**config.mk**
```make
export PLATFORM = sky130hd
export DESIGN_NAME = instr_fetch_unit
export DESIGN_NICKNAME = d
export VERILOG_FILES = /design/src/rtl/instr_fetch_unit.sv
export SDC_FILE = /design/constraint.sdc
export NUM_CORES = 1
export LEC_CHECK = 0
export ABC_AREA = 1
export CORE_MARGIN = 1
export CORE_UTILIZATION = 55
export DETAILED_ROUTE_END_ITERATION = 7
export PLACE_DENSITY = 0.85
export SLEW_MARGIN = 0
export SYNTH_ARGS = -nofsm -noshare
export SYNTH_HDL_FRONTEND = slang
export SYNTH_SLANG_ARGS = --single-unit
```
**constraint.sdc**
```tcl
create_clock -name clk -period 2.9 [get_ports clk]
set_input_delay 0.87 -clock clk [delete_from_list [all_inputs] [get_ports clk]]
set_output_delay 0.87 -clock clk [all_outputs]
set_load 0.02 [all_outputs]
```
**src/rtl/instr_fetch_unit.sv**
```systemverilog
// instr_fetch_unit: fetches 16-bit instructions as two bytes from 8-bit memory.
// Define FETCH_PREFETCH_EN to add a one-entry prefetch buffer.
module instr_fetch_unit #(
  parameter logic [15:0] RESET_PC = 16'h0000,
  parameter int unsigned PC_STEP  = 2
) (
  input  logic        clk,
  input  logic        rst,
  output logic        mem_req,
  input  logic        mem_gnt,
  output logic [15:0] mem_addr,
  input  logic [7:0]  mem_q,
  output logic [15:0] instr,
  output logic [15:0] instr_pc,
  output logic        instr_valid,
  input  logic        instr_ready,
  input  logic        redirect_valid,
  input  logic [15:0] redirect_addr
);

  typedef enum logic [1:0] {
    S_LO, S_HI, S_CAP, S_HOLD
  } state_t;

  state_t      state;
  logic [15:0] pc;
  logic [15:0] pc_nxt;
  logic [7:0]  lo;
  logic        lo_pend;
  logic        gnt;
  logic        consume;
  logic        cap;
  logic        stall;
  logic [15:0] cap_word;

  assign gnt      = mem_req & mem_gnt;
  assign consume  = instr_valid & instr_ready;
  assign cap      = (state == S_CAP) & ~redirect_valid;
  assign cap_word = {mem_q, lo};
  assign pc_nxt   = pc + 16'(PC_STEP);

`ifdef FETCH_PREFETCH_EN
  logic [15:0] pf_instr;
  logic [15:0] pf_pc;
  logic        pf_valid;
  logic        v_nxt;
  logic        p_nxt;

  // Occupancy of both entries after this edge; fetch waits when both fill.
  assign v_nxt = cap | (consume ? pf_valid : instr_valid);
  assign p_nxt = cap ? (instr_valid & (~consume | pf_valid))
                     : (pf_valid & ~consume);
  assign stall = v_nxt & p_nxt;
`else
  assign stall = 1'b0;
`endif

  always_ff @(posedge clk or negedge rst) begin
    if (!rst) begin
      state    <= S_LO;
      pc       <= RESET_PC;
      lo       <= '0;
      lo_pend  <= 1'b0;
      mem_req  <= 1'b0;
      mem_addr <= '0;
    end else if (redirect_valid) begin
      state    <= S_LO;
      pc       <= redirect_addr;
      lo_pend  <= 1'b0;
      mem_req  <= 1'b1;
      mem_addr <= redirect_addr;
    end else begin
      unique case (state)
        S_LO: begin
          if (gnt) begin
            state    <= S_HI;
            lo_pend  <= 1'b1;
            mem_req  <= 1'b1;
            mem_addr <= pc + 16'd1;
          end else begin
            mem_req  <= ~stall;
            mem_addr <= pc;
          end
        end
        S_HI: begin
          if (lo_pend) begin
            lo      <= mem_q;
            lo_pend <= 1'b0;
          end
          if (gnt) begin
            state   <= S_CAP;
            mem_req <= 1'b0;
          end
        end
        S_CAP: begin
          pc <= pc_nxt;
`ifdef FETCH_PREFETCH_EN
          state    <= S_LO;
          mem_req  <= ~stall;
          mem_addr <= pc_nxt;
`else
          state    <= S_HOLD;
`endif
        end
        S_HOLD: begin
          if (consume) begin
            state    <= S_LO;
            mem_req  <= 1'b1;
            mem_addr <= pc;
          end
        end
      endcase
    end
  end

`ifdef FETCH_PREFETCH_EN
  always_ff @(posedge clk or negedge rst) begin
    if (!rst) begin
      instr       <= '0;
      instr_pc    <= '0;
      instr_valid <= 1'b0;
      pf_instr    <= '0;
      pf_pc       <= '0;
      pf_valid    <= 1'b0;
    end else if (redirect_valid) begin
      instr_valid <= 1'b0;
      pf_valid    <= 1'b0;
    end else if (cap) begin
      if (!instr_valid || (consume && !pf_valid)) begin
        instr       <= cap_word;
        instr_pc    <= pc;
        instr_valid <= 1'b1;
      end else if (consume) begin
        instr    <= pf_instr;
        instr_pc <= pf_pc;
        pf_instr <= cap_word;
        pf_pc    <= pc;
      end else begin
        pf_instr <= cap_word;
        pf_pc    <= pc;
        pf_valid <= 1'b1;
      end
    end else if (consume) begin
      if (pf_valid) begin
        instr    <= pf_instr;
        instr_pc <= pf_pc;
        pf_valid <= 1'b0;
      end else begin
        instr_valid <= 1'b0;
      end
    end
  end
`else
  always_ff @(posedge clk or negedge rst) begin
    if (!rst) begin
      instr       <= '0;
      instr_pc    <= '0;
      instr_valid <= 1'b0;
    end else if (redirect_valid) begin
      instr_valid <= 1'b0;
    end else if (cap) begin
      instr       <= cap_word;
      instr_pc    <= pc;
      instr_valid <= 1'b1;
    end else if (consume) begin
      instr_valid <= 1'b0;
    end
  end
`endif

endmodule

```
# After elaboration in Yosys (flattened, before gate mapping)
# Index checks and enable logic that the tools add are counted.
dict set report totals {
  wordCells 54
  inputBits 29
  ff_bits 77
  out_inout_bits 50
}
dict set report classes {
  addsub 2
  muxes 21
  n_bitwise 4
  eq_ne 6
  n_reduce_logical 12
}
# op count
set ops {}
lappend ops {{$mux 16} 5}
lappend ops {{$pmux 16 s2} 1}
lappend ops {{$add 16x1->16 const B} 1}
lappend ops {{$add 16x2->16 const B} 1}
lappend ops {{$ne 3x3->1 const B} 3}
lappend ops {{$reduce_and 3->1} 3}
lappend ops {{$reduce_bool 3->1} 3}
lappend ops {{$mux 1} 8}
lappend ops {{$mux 2} 4}
lappend ops {{$pmux 2 s4} 1}
lappend ops {{$reduce_and 2->1} 3}
lappend ops {{$eq 2x2->1 const B} 2}
lappend ops {{$reduce_bool 4->1} 1}
lappend ops {{$and 1x1->1} 3}
lappend ops {{$pmux 1 s3} 1}
lappend ops {{$eq 2x1->1 const B} 1}
lappend ops {{$logic_not 2->1} 1}
lappend ops {{$pmux 1 s2} 1}
lappend ops {{$reduce_bool 2->1} 1}
lappend ops {{$not 1->1} 1}

# Longest topological paths before layout
dict set report depth {
  ltp_word 4
  ltp_mapped 10
  ltp_nobuf 10
}

# Worst setup path after synthesis
# Ideal clock, no wire load.
dict set report synth_timing {
  kind {input-to-reg}
  from {input port mem_gnt}
  to {register mem_addr[14]}
  setup_ns 0.113
  slack_ns 1.176
  stages 9
  required_time_ns 2.787
  path_buffers 0
  arrival_ns 1.611
  cell_sequence {nand2_1 > nor2_1 > nand2_1 > nor2_4 > nand3_1 > nand2_1 > nand3_1 > nand2_1 > inv_1}
}
dict set report synth_between {
  elab_chain_len 4
}
# item line_no
set synth_rtl {}
lappend synth_rtl {{from (decl)} 10} ;# input logic mem_gnt,
lappend synth_rtl {{$and 1x1->1} 36} ;# assign gnt = mem_req & mem_gnt;
lappend synth_rtl {{$mux 16} 75} ;# if (gnt) begin
lappend synth_rtl {{$pmux 16 s2} 73} ;# unique case (state)
lappend synth_rtl {{$mux 16} 66} ;# end else if (redirect_valid) begin
lappend synth_rtl {{to (signal assigned)} 71} ;# mem_addr <= redirect_addr;
lappend synth_rtl {{to (signal assigned)} 79} ;# mem_addr <= pc + 16'd1;
lappend synth_rtl {{to (signal assigned)} 82} ;# mem_addr <= pc;
lappend synth_rtl {{to (decl)} 11} ;# output logic [15:0] mem_addr,
# No other way between the ends.
# A chain may end at the register's enable or synchronous reset.

# Worst setup path in the final report
dict set report layout_timing {
  from {register mem_req}
  to {output port mem_req}
}
# item line_no
set layout_rtl {}
lappend layout_rtl {{from (decl)} 9} ;# output logic mem_req,
lappend layout_rtl {{from (signal assigned)} 81} ;# mem_req <= ~stall;
# No word-level cell between the ends.

==> key figures <==
Status
  • Run status: completed

Yosys
  • FF+latch count, synth: 77
  • Count of cell types in the netlist: 29
  • Synth Area per Inst: 7.92 um^2
  • Synthesized area: 0.00383 mm^2
  • Seq/Total Area, Yosys: 50.3%
  • Synth warn: 0
  • EDFF count, synth: 0
  • Main synth FF type: dfrtp_1
  • Post-synth ARST share: 100%
  • Synthesized instance count: 484
  • Syn Nets: 520

Clock tree
  • H-Tree Depth: 3
  • Clock Path Buffers: 2
  • Root Driver: clkbuf_8
  • Post-CTS Resized: 0
  • Worst skew pair latency: 350 ps
  • Cts hold-fix bufs: 0
  • TritonCTS Sinks: 77
  • Post CTS Setup Buffer Count: 0
  • Number of CTS-inserted buffers: 9
  • CTS tree: yes
  • Clock Pin Slew Worst Setup and Hold Paths: 80 ps

Route
  • DR iter-0 viols: 339
  • Total Wirelength: 9560 um
  • Met2 WL: 4480 um
  • First-pass detailed-route iteration total: 5
  • Vias post-DR: 3,632
  • M1 WL: 4160 um
  • Wire per inst: 14.7 um
  • Max layer used: met4
  • DR DRC count: 0
  • Routed length on met3: 662 um
  • Vias per cell: 5.59
  • Antenna Nets Post-Route: 0

Layout
  • Finished Core Util: 72.4%
  • Area delta synth->final: 27.7%
  • Most frequent cells in the layout: nand2_1, clkdlybuf4s50_1, dfrtp_1, nor2_1, inv_1
  • Commonest non-fill, non-tap cell in the layout: nand2_1
  • Count of nets after finishing: 603
  • Ant. Diodes: 0
  • Share of cells above drive strength 1: 8.07%

STA
  • Slew @ Worst Pin: 603 ps
  • Tmin final: 2260 ps
  • Fmax: 443 MHz
  • Final setup violation count: 0
  • Hold Fails Final Rpt: 0
  • Clk_skew: 9.17 ps
  • RSZ-0062 raised after global routing: no
  • Relative slew slack: 59.8%
  • Worst Setup Slack, final: 642 ps
  • Setup TNS: 0 ps
  • Final Slew Violations: 0
  • Final period utilization: 77.9%

Worst setup path
  • Crit path cell chain: clkdlybuf4s50_1
  • CP required: 2030 ps
  • Crit Path Category: reg2out
  • Worst path max stage delay: 630 ps
  • Worst setup SP type: register
  • CP Buf/Inv Count: 1
  • Critical-path maximum fanout: 5
  • Arrival time worst endpoint: 1390 ps
  • Delay-heaviest family, CP: buffers and inverters
  • CP max stage cell: clkdlybuf4s50_1
  • Worst Setup End Kind: output port

Floorplanning
  • Core area: 0.00676 mm^2
  • Die area: 0.00730 mm^2
  • IO Count: 79
  • Die X: 85.5 um
  • Initial core utilization: 56.7%
  • Die Ht: 85.5 um
  • Row cnt: 30

GRT
  • Initial antenna violation count: 0
  • Tot GR Track Use: 29.0%
  • Total gr overflow: 0
  • First-pass GRT wire length: 16,600 um
  • Vias in the first global route: 3,552
  • Largest net degree at the start of global routing: 48

Pwr
  • Leak pwr: 2.30 nW
  • VDD IR max: 0.568 mV
  • Total power: 4.60 mW
  • Power per Cell Area: 941 mW/mm^2

Placement
  • Placement Setup Slack: 364 ps
  • Final HPWL DP: 6920 um
  • Routability Congestion: 0.913
  • Port bufs: 78

Worst hold path
  • Hold Path Class: reg2reg

Flow run
  • Max-cap viol count: 0
## cell type report
| class | count | area, um^2 |
|---|---|---|
| Inverter | 53 | 199 |
| Multi-Input combinational cell | 338 | 1620 |
| Clock inverter | 2 | 35.0 |
| Timing Repair Buffer | 88 | 866 |
| Tap cell | 80 | 100 |
| Clock buffer | 12 | 145 |
| Fill cell | 507 | 1870 |
| Sequential cell | 77 | 1930 |
## registers in the layout, indices dropped and copies added (netlist names)
| register | count |
|---|---|
| instr | 16 |
| instr_pc | 16 |
| instr_valid | 1 |
| lo | 8 |
| lo_pend | 1 |
| mem_addr | 16 |
| mem_req | 1 |
| pc | 16 |
| state | 2 |
## per-layer routing
layer	GRT usage (%)	vias up
li1	-	1725
met3	5.35	25
met2	46.0	172
met1	39.3	1710
met5	0	-
met4	12.4	0
## cells in the mapped netlist, types with 4 or more instances
cell | number | area [um^2]
nor2_2 | 5 | 31.3
inv_2 | 6 | 22.5
nand2_1 | 122 | 458
dfrtp_1 | 77 | 1930
o211ai_1 | 6 | 45.0
buf_2 | 10 | 50.1
nor2_4 | 4 | 45.0
nand3_1 | 44 | 220
a21oi_1 | 28 | 140
o21ai_0 | 35 | 175
nand4_1 | 5 | 31.3
clkbuf_1 | 4 | 15.0
ha_1 | 7 | 87.6
inv_1 | 47 | 176
nand2_2 | 4 | 25.0
nor2_1 | 61 | 229
## worst min-delay path, stage by stage, from the launching register on
cell     delay (ps)
dfrtp_1         340
nand2_1          50
nand2_1          50
## path summary, 6_finish.rpt
path | start | end | slack, ps | cells after the start
min in group asynchronous | rst | instr[1]$_DFFE_PN0P_ | 530 | 1
max reg2reg | state[0]$_DFFE_PN0P_ | mem_addr[7]$_DFFE_PN0P_ | 1040 | 9
min | instr[6]$_DFFE_PN0P_ | instr[6]$_DFFE_PN0P_ | 470 | 2
max | mem_req$_DFFE_PN0P_ | mem_req | 640 | 1
min reg2reg | instr[6]$_DFFE_PN0P_ | instr[6]$_DFFE_PN0P_ | 470 | 2
max in group asynchronous | rst | pc[10]$_DFFE_PN0N_ | 1800 | 2
## through the flow
step                instances  area, um^2  hold slack [ps]
floorplan                 484        3830              449
global route              650        4890              507
finish                    650        4890              473
global placement          636        4710              455
detailed placement        636        4710              458
CTS                       650        4890              476
## power breakdown
part           leakage [nW]  internal [mW]  total [mW]  switching (mW)
Clock                0.0923          0.411       0.783           0.371
Sequential            0.938           1.51        1.78           0.278
Combinational          1.27          0.907        2.04            1.13
Total                  2.30           2.82        4.60            1.78
## cell families (layout without fill, tap and decap cells)
logic type               after synthesis  in the layout  share of synthesized area [%]
AO/OA/AOI/OAI                         78             78                           11.3
XOR/XNOR                               2              2                          0.457
adder cells (fa/ha/maj)                7              7                           2.29
buffers and inverters                 69            155                           7.45
flip-flops                            77             77                           50.3
AND/OR/NAND/NOR                      251            251                           28.2
No activity file was read; power rests on OpenSTA's default activity.
